==> src/rtl/fast_circle_compare.sv <==
// -----------------------------------------------------------------------------
// fast_circle_compare
//
// Front end of the FAST keypoint path. Each sample carries a centre pixel, its
// 16 Bresenham-circle neighbours and a threshold. Every neighbour is classified
// as bright (> c+t), dark (< c-t) or similar, producing the bright/dark masks
// used by the contiguous-arc detector, a high-speed-test candidate flag and a
// corner score. Fully pipelined: one sample per clock, latency 3, no stalls.
//
// Ports:
//   i_clk        clock, all state on rising edge
//   i_rst_n      asynchronous active-low reset
//   i_valid      sample strobe
//   i_center     centre pixel intensity               [PIX_W]
//   i_circle     pixel k at [k*PIX_W +: PIX_W]        [16*PIX_W]
//   i_threshold  FAST threshold, per sample           [PIX_W]
//   o_valid      result strobe (i_valid delayed by 3)
//   o_bright     bit k set when pixel k > hi          [16]
//   o_dark       bit k set when pixel k < lo          [16]
//   o_candidate  high-speed test pass (pixels 0,4,8,12)
//   o_score      max(sum of bright excess, sum of dark excess) [PIX_W+4]
// -----------------------------------------------------------------------------
module fast_circle_compare #(
   parameter int PIX_W  = 8,
   parameter int HS_MIN = 2
) (
   input  logic                 i_clk,
   input  logic                 i_rst_n,
   input  logic                 i_valid,
   input  logic [PIX_W-1:0]     i_center,
   input  logic [16*PIX_W-1:0]  i_circle,
   input  logic [PIX_W-1:0]     i_threshold,
   output logic                 o_valid,
   output logic [15:0]          o_bright,
   output logic [15:0]          o_dark,
   output logic                 o_candidate,
   output logic [PIX_W+3:0]     o_score
);

   localparam int SCORE_W = PIX_W + 4;
   localparam logic [PIX_W-1:0] PIX_MAX = '1;

   // ---------------------------------------------------------------- stage 1
   logic [PIX_W:0]   hi_sum;
   logic [PIX_W:0]   lo_diff;
   logic [PIX_W-1:0] hi_sat;
   logic [PIX_W-1:0] lo_sat;

   // One extra bit catches carry (hi overflow) and borrow (lo underflow).
   always_comb begin
      hi_sum  = {1'b0, i_center} + {1'b0, i_threshold};
      lo_diff = {1'b0, i_center} - {1'b0, i_threshold};
      hi_sat  = hi_sum[PIX_W]  ? PIX_MAX : hi_sum[PIX_W-1:0];
      lo_sat  = lo_diff[PIX_W] ? '0      : lo_diff[PIX_W-1:0];
   end

   logic                s1_valid;
   logic [PIX_W-1:0]    s1_hi;
   logic [PIX_W-1:0]    s1_lo;
   logic [16*PIX_W-1:0] s1_circle;

   // NOTE: every sequential assignment is non-blocking so all stages sample
   // the previous cycle's values at the same edge regardless of block order.
   // NOTE: data registers are reset along with the valids so outputs are a
   // known 0 after reset; they are plain flops, not a memory array.
   always_ff @(posedge i_clk or negedge i_rst_n) begin
      if (!i_rst_n) begin
         s1_valid  <= 1'b0;
         s1_hi     <= '0;
         s1_lo     <= '0;
         s1_circle <= '0;
      end else begin
         s1_valid <= i_valid;
         if (i_valid) begin
            s1_hi     <= hi_sat;
            s1_lo     <= lo_sat;
            s1_circle <= i_circle;
         end
      end
   end

   // ---------------------------------------------------------------- stage 2
   logic [15:0]      bright_c;
   logic [15:0]      dark_c;
   logic [PIX_W-1:0] db_c [16];
   logic [PIX_W-1:0] dd_c [16];

   // NOTE: every output gets a default before the loop; without it the
   // conditional assignments would infer latches.
   always_comb begin
      logic [PIX_W-1:0] pix;
      bright_c = '0;
      dark_c   = '0;
      pix      = '0;
      for (int k = 0; k < 16; k++) begin
         db_c[k] = '0;
         dd_c[k] = '0;
         pix     = s1_circle[k*PIX_W +: PIX_W];
         // hi >= lo always, so the two classes can never both be true.
         if (pix > s1_hi) begin
            bright_c[k] = 1'b1;
            db_c[k]     = pix - s1_hi;
         end else if (pix < s1_lo) begin
            dark_c[k] = 1'b1;
            dd_c[k]   = s1_lo - pix;
         end
      end
   end

   logic             s2_valid;
   logic [15:0]      s2_bright;
   logic [15:0]      s2_dark;
   logic [PIX_W-1:0] s2_db [16];
   logic [PIX_W-1:0] s2_dd [16];

   always_ff @(posedge i_clk or negedge i_rst_n) begin
      if (!i_rst_n) begin
         s2_valid  <= 1'b0;
         s2_bright <= '0;
         s2_dark   <= '0;
         for (int k = 0; k < 16; k++) begin
            s2_db[k] <= '0;
            s2_dd[k] <= '0;
         end
      end else begin
         s2_valid <= s1_valid;
         if (s1_valid) begin
            s2_bright <= bright_c;
            s2_dark   <= dark_c;
            for (int k = 0; k < 16; k++) begin
               s2_db[k] <= db_c[k];
               s2_dd[k] <= dd_c[k];
            end
         end
      end
   end

   // ---------------------------------------------------------------- stage 3
   logic [SCORE_W-1:0] sum_b;
   logic [SCORE_W-1:0] sum_d;
   logic [SCORE_W-1:0] score_c;
   logic [2:0]         hs_b;
   logic [2:0]         hs_d;
   logic               cand_c;

   // Sums cannot overflow: 16 * (2^PIX_W - 1) fits in PIX_W+4 bits.
   always_comb begin
      sum_b = '0;
      sum_d = '0;
      for (int k = 0; k < 16; k++) begin
         sum_b = sum_b + SCORE_W'(s2_db[k]);
         sum_d = sum_d + SCORE_W'(s2_dd[k]);
      end
      score_c = (sum_b > sum_d) ? sum_b : sum_d;
      // High-speed test looks only at the four compass pixels.
      hs_b = 3'(s2_bright[0]) + 3'(s2_bright[4]) + 3'(s2_bright[8]) + 3'(s2_bright[12]);
      hs_d = 3'(s2_dark[0])   + 3'(s2_dark[4])   + 3'(s2_dark[8])   + 3'(s2_dark[12]);
      cand_c = (int'(hs_b) >= HS_MIN) || (int'(hs_d) >= HS_MIN);
   end

   always_ff @(posedge i_clk or negedge i_rst_n) begin
      if (!i_rst_n) begin
         o_valid     <= 1'b0;
         o_bright    <= '0;
         o_dark      <= '0;
         o_candidate <= 1'b0;
         o_score     <= '0;
      end else begin
         o_valid <= s2_valid;
         if (s2_valid) begin
            o_bright    <= s2_bright;
            o_dark      <= s2_dark;
            o_candidate <= cand_c;
            o_score     <= score_c;
         end
      end
   end

endmodule

==> config.mk <==
export PLATFORM = sky130hd
export DESIGN_NAME = fast_circle_compare
export DESIGN_NICKNAME = d
export VERILOG_FILES = /design/src/rtl/fast_circle_compare.sv
export SDC_FILE = /design/constraint.sdc
export NUM_CORES = 2
export LEC_CHECK = 0
export CAP_MARGIN = 10
export CORE_ASPECT_RATIO = 0.8
export CORE_MARGIN = 2
export CORE_UTILIZATION = 56
export CTS_CLUSTER_SIZE = 10
export DETAILED_ROUTE_END_ITERATION = 8
export HOLD_SLACK_MARGIN = 0.12
export PLACE_DENSITY = 0.78
export SLEW_MARGIN = 25
export SYNTH_ARGS = -nofsm -noshare
export SYNTH_HDL_FRONTEND = slang
export SYNTH_SLANG_ARGS = --single-unit
==> constraint.sdc <==
create_clock -name i_clk -period 6.9 [get_ports i_clk]
set_input_delay 1.035 -clock i_clk [delete_from_list [all_inputs] [get_ports i_clk]]
set_output_delay 1.035 -clock i_clk [all_outputs]
set_load 0.05 [all_outputs]
# Word-level counts from Yosys, hierarchy flattened
# Index checks and enable logic that the tools add are counted.
# classes
reduce_logical,1
n_addsub,70
muxes,99
magnitude_cmp,35
# op_table
operator,n
8-bit 2-to-1 mux,50
12-bit by 8-bit adder with 12-bit output,22
8-bit subtractor,32
8-bit > comparator,16
8-bit < comparator,16
1-bit 2-to-1 mux,48
8-bit by 8-bit adder with 9-bit output,3
11-bit by 8-bit adder with 12-bit output,2
10-bit by 8-bit adder with 11-bit output,2
9-bit by 8-bit adder with 10-bit output,2
12-bit > comparator,1
12-bit 2-to-1 mux,1
8-bit by 8-bit subtractor with 9-bit output,1
2-bit by 1-bit adder with 3-bit output,2
3-bit by 1-bit adder with 3-bit output,2
3-bit by 2-bit >= comparator with 1-bit output (second input constant),2
1-bit by 1-bit adder with 2-bit output,2
1-bit logical OR,1
# totals
output_inout_bits,46
ff_bits,480
input_bits,147

# Longest topological paths before layout
# logic_depth
word_depth,17
depth_mapped,26

# Worst setup path before layout
# OpenSTA, ideal clock, no wires.
# synth_timing
path_kind,register to register
start,register s2_dd[51] in the netlist's numbering
end,register o_score[9]
setup_ps,73
period_less_slack_ps,6820
n_path_buf,1
path_stages_with_launch,25
t_arrival_ps,6747
path_slack_ps,80
required_time_ps,6827
cell_sequence,dfrtp_1 > fa_1 > inv_1 > fa_1 > inv_1 > fa_1 > fa_1 > fa_1 > inv_1 > fa_1 > inv_1 > ha_1 > a21o_1 > a221o_1 > or2_2 > xor2_1 > inv_1 > ha_1 > and3_1 > a221o_1 > a221o_1 > o22a_4 > buf_6 > o21a_1 > a21oi_2
# synth_via
elab_chain_len,9
# synth_lines
element,line,text
start: declaration,114,logic [PIX_W-1:0] s2_dd [16];
start signal: indexed assignment,132,s2_dd[k] <= dd_c[k];
12-bit by 8-bit adder with 12-bit output (*) (7 in a row),152,sum_d = sum_d + SCORE_W'(s2_dd[k]);
12-bit > comparator,154,score_c = (sum_b > sum_d) ? sum_b : sum_d;
12-bit 2-to-1 mux (*),154,
end signal: assignment,174,o_score <= score_c;
end: declaration,37,output logic [PIX_W+3:0] o_score
# Every way passes the cells marked *; elsewhere a longest branch is shown, timed or not.
# A chain may end at the register's enable or synchronous reset.

# Worst setup path in the final report
# layout_timing
start,register s2_dd[4] in the netlist's numbering
end,register o_score[6]
# layout_via
elab_chain_len,3
# layout_lines
element,line
12-bit by 8-bit adder with 12-bit output (*),152
12-bit > comparator,154
12-bit 2-to-1 mux (*),154
# Marked as above.

==> impl_results.md <==
- Status: finished with violations
- Violated checks: negative setup slack
- Most frequent cell after synthesis: inv_1
- Nets: 4654
- Mean post-synth cell area: 9.69 sq um
- CP Data Required Time: 7370 ps
- Sink Count: 480
- First-pass GRT wire length: 172000 um
- Initial DRC Count: 2857
- Area growth, synth to finish: 14.9%
- Synth area leader: dfrtp_1
- Primary FF master, synth: dfrtp_1
- Seq/Total Area, Yosys: 33.9%
- GRT overflow: 0
- Nets in the synthesized netlist: 4385
- Mapped Area: 35400 sq um
- DIE WIDTH: 285 um
- Max_cap viols: 0
- Total wire length: 114000 um
- Number of cells produced by synthesis: 3660
- Async set or reset register ratio after synthesis: 100%
- Via count: 29100
- CTS tree: built
- Total GRT Usage: 35.0%
- Slowest cell on the critical path: fa_1
- Hold WS: 435 ps
- Share of layout cells above drive strength 1: 7.88%
- Endpoints failing setup: 10
- Cell mode on critical path: fa_1
- CP top delay family: adder cells
- Core footprint: 62600 sq um
- Crit path max fanout: 6
- Critical Path End Type: flop
- Final WS setup: -45.3 ps
- GP Congestion: 1.00
- Worst path bufs/invs: 7
- Ports: 193
- Worst-margin pin slew: 1070 ps
- Synth top area share: 33.9%
- Minimum clock period: 6950 ps
- Worst path max stage delay: 570 ps
- Cell row count: 82
- Initial antenna violation count: 8
- EDFF count, synth: 0
- Flop2flop setup slack: -50 ps
- Synth Warn #: 0
- Crit Path Category: flop to flop
- Worst clock skew: 31.4 ps
- Routed len/inst: 23.8 um
- DR vias/cell: 6.07
- Die ar.: 65300 sq um
- Initial Utilization: 56.6%
- Fmax: 144 MHz
- Clock Latency Late Sink: 640 ps
- Largest net degree at the start of global routing: 180
- CTS Root Cell: clkbuf_16
- RSZ-0062 raised after global routing: yes
- Total CTS buffers: 56
- Post-route ant nets: 0
- Synth unique cells: 64
- Synth Register Bits: 480
- Max Slew Vio Count: 0
- Post-DP HPWL: 86700 um
- CTS Buffer Depth: 3
- HP Class: input pin to asynchronous set/reset pin
- First-pass iteration count of the detailed router: 5
- Final Hold Vio Count: 0
- # DRC: 0
- CP arrival: 7420 ps
- Vias in the first global route: 28400
- # port buffers: 192
- Type of origin of the critical path: flop
- Commonest cells post-synth: 736 x inv_1, 480 x dfrtp_1, 326 x ha_1
- Ranking of synthesized cells by area: dfrtp_1 34%, fa_1 14%, ha_1 12%, inv_1 7.8%, o21ai_0 3.5%
- Htree depth: 2
- Slew margin rel.: 28.6%
- Clock-pin slew on the worst setup and hold paths: 60 ps
- Final period util: 101%
- DIE HEIGHT: 229 um
## flip-flops by register name, indices dropped and copies added (netlist names)
| signal | cells |
|---|---|
| s2_dd | 128 |
| s1_valid | 1 |
| o_bright | 16 |
| s2_dark | 16 |
| s1_hi | 8 |
| o_dark | 16 |
| s2_bright | 16 |
| s1_circle | 128 |
| o_score | 12 |
| o_candidate | 1 |
| s2_db | 128 |
| s2_valid | 1 |
| s1_lo | 8 |
| o_valid | 1 |
## final timing paths
kind / startpoint / cells after the start / endpoint
setup / recovery: s2_dd[4] / 25 / o_score[6]
hold / removal: i_rst_n / 1 / o_dark[2]
setup reg to reg: s2_dd[4] / 25 / o_score[6]
hold reg to reg: s2_db[120] / 2 / s2_db[120]
max in group asynchronous: i_rst_n / 2 / s2_valid
min in group i_clk: s2_db[120] / 2 / s2_db[120]
## logic make-up after synthesis
| logic type | Yosys count | synth area share [%] |
|---|---|---|
| and+or+nand+nor | 641 | 8.90 |
| DFF | 480 | 33.9 |
| muxes | 42 | 1.30 |
| buffers and inverters | 823 | 8.75 |
| xor gates and xnor gates | 156 | 3.85 |
| adders and majority gates | 578 | 25.7 |
| AOI/OAI and AO/OA | 940 | 17.6 |
## per-stage QoR
| stage | setup TNS, ps | instance area [sq um] | setup slack (ps) | util (%) | std cells |
|---|---|---|---|---|---|
| after detailed placement | -1870 | 38900 | -204 | 62.1 | 4698 |
| final | -180 | 40700 | -45.3 | 65.1 | 4790 |
| after global placement | -835 | 38900 | -125 | 62.1 | 4698 |
| after global routing | -2040 | 40700 | -213 | 65.1 | 4789 |
| after floorplan | 0 | 35400 | 79.7 | - | 3660 |
| after CTS | 0 | 40500 | 6.14 | 64.8 | 4781 |
## metal layers
metal	track usage [%]	part of all wire, %	vias up
li1	-	-	13100
met1	50.5	43	14300
met2	50.1	42	1390
met3	10.2	11	280
met4	12.6	4.2	8
met5	0	0.042	-
## what timing repair did
action                     4_1_cts  5_1_grt
setup buffers                    5        7
hold buffers                     0        0
pin swaps                       13       43
resized for setup               13       39
setup endpoints to repair       12       12
## worst register-to-register path, cell delays in order, from the launching register on
cell and delay, ps:
dfrtp_1 320, inv_1 60, fa_1 570, inv_1 90, fa_1 490, fa_1 560
fa_1 460, fa_1 540, inv_1 50, fa_1 540, inv_1 70, ha_4 220
and3_4 170, a221o_1 310, or2_4 260, xor2_1 130, buf_4 160, inv_4 40
ha_4 210, and3_4 170, a221o_1 310, a221o_1 370, o22a_4 260, buf_12 150
mux2i_2 180, a21oi_1 80
## layout by cell type (no fill, tap or decap), types with 90 or more instances in the layout
cell type	synthesis	routed
inv_1	736	718
fa_1	252	245
o22ai_1	129	129
ha_1	326	318
nand2_1	285	285
buf_4	0	99
dfrtp_1	480	473
o21ai_0	247	246
xnor2_1	91	90
a21oi_1	162	159
clkdlybuf4s50_1	0	190
## area by class of cell
class	count	area, sq um
clock inverter	4	38.8
fill	4980	21900
tap	840	1050
timing repair buffer	298	2820
inverter	736	2770
sequential	480	12000
clock buffer	74	1530
antenna	1	2.50
multi-input combinational	2357	20500
Power is not shown: default switching activity piles up to over one toggle a cycle in this logic, so the estimate is an artifact.
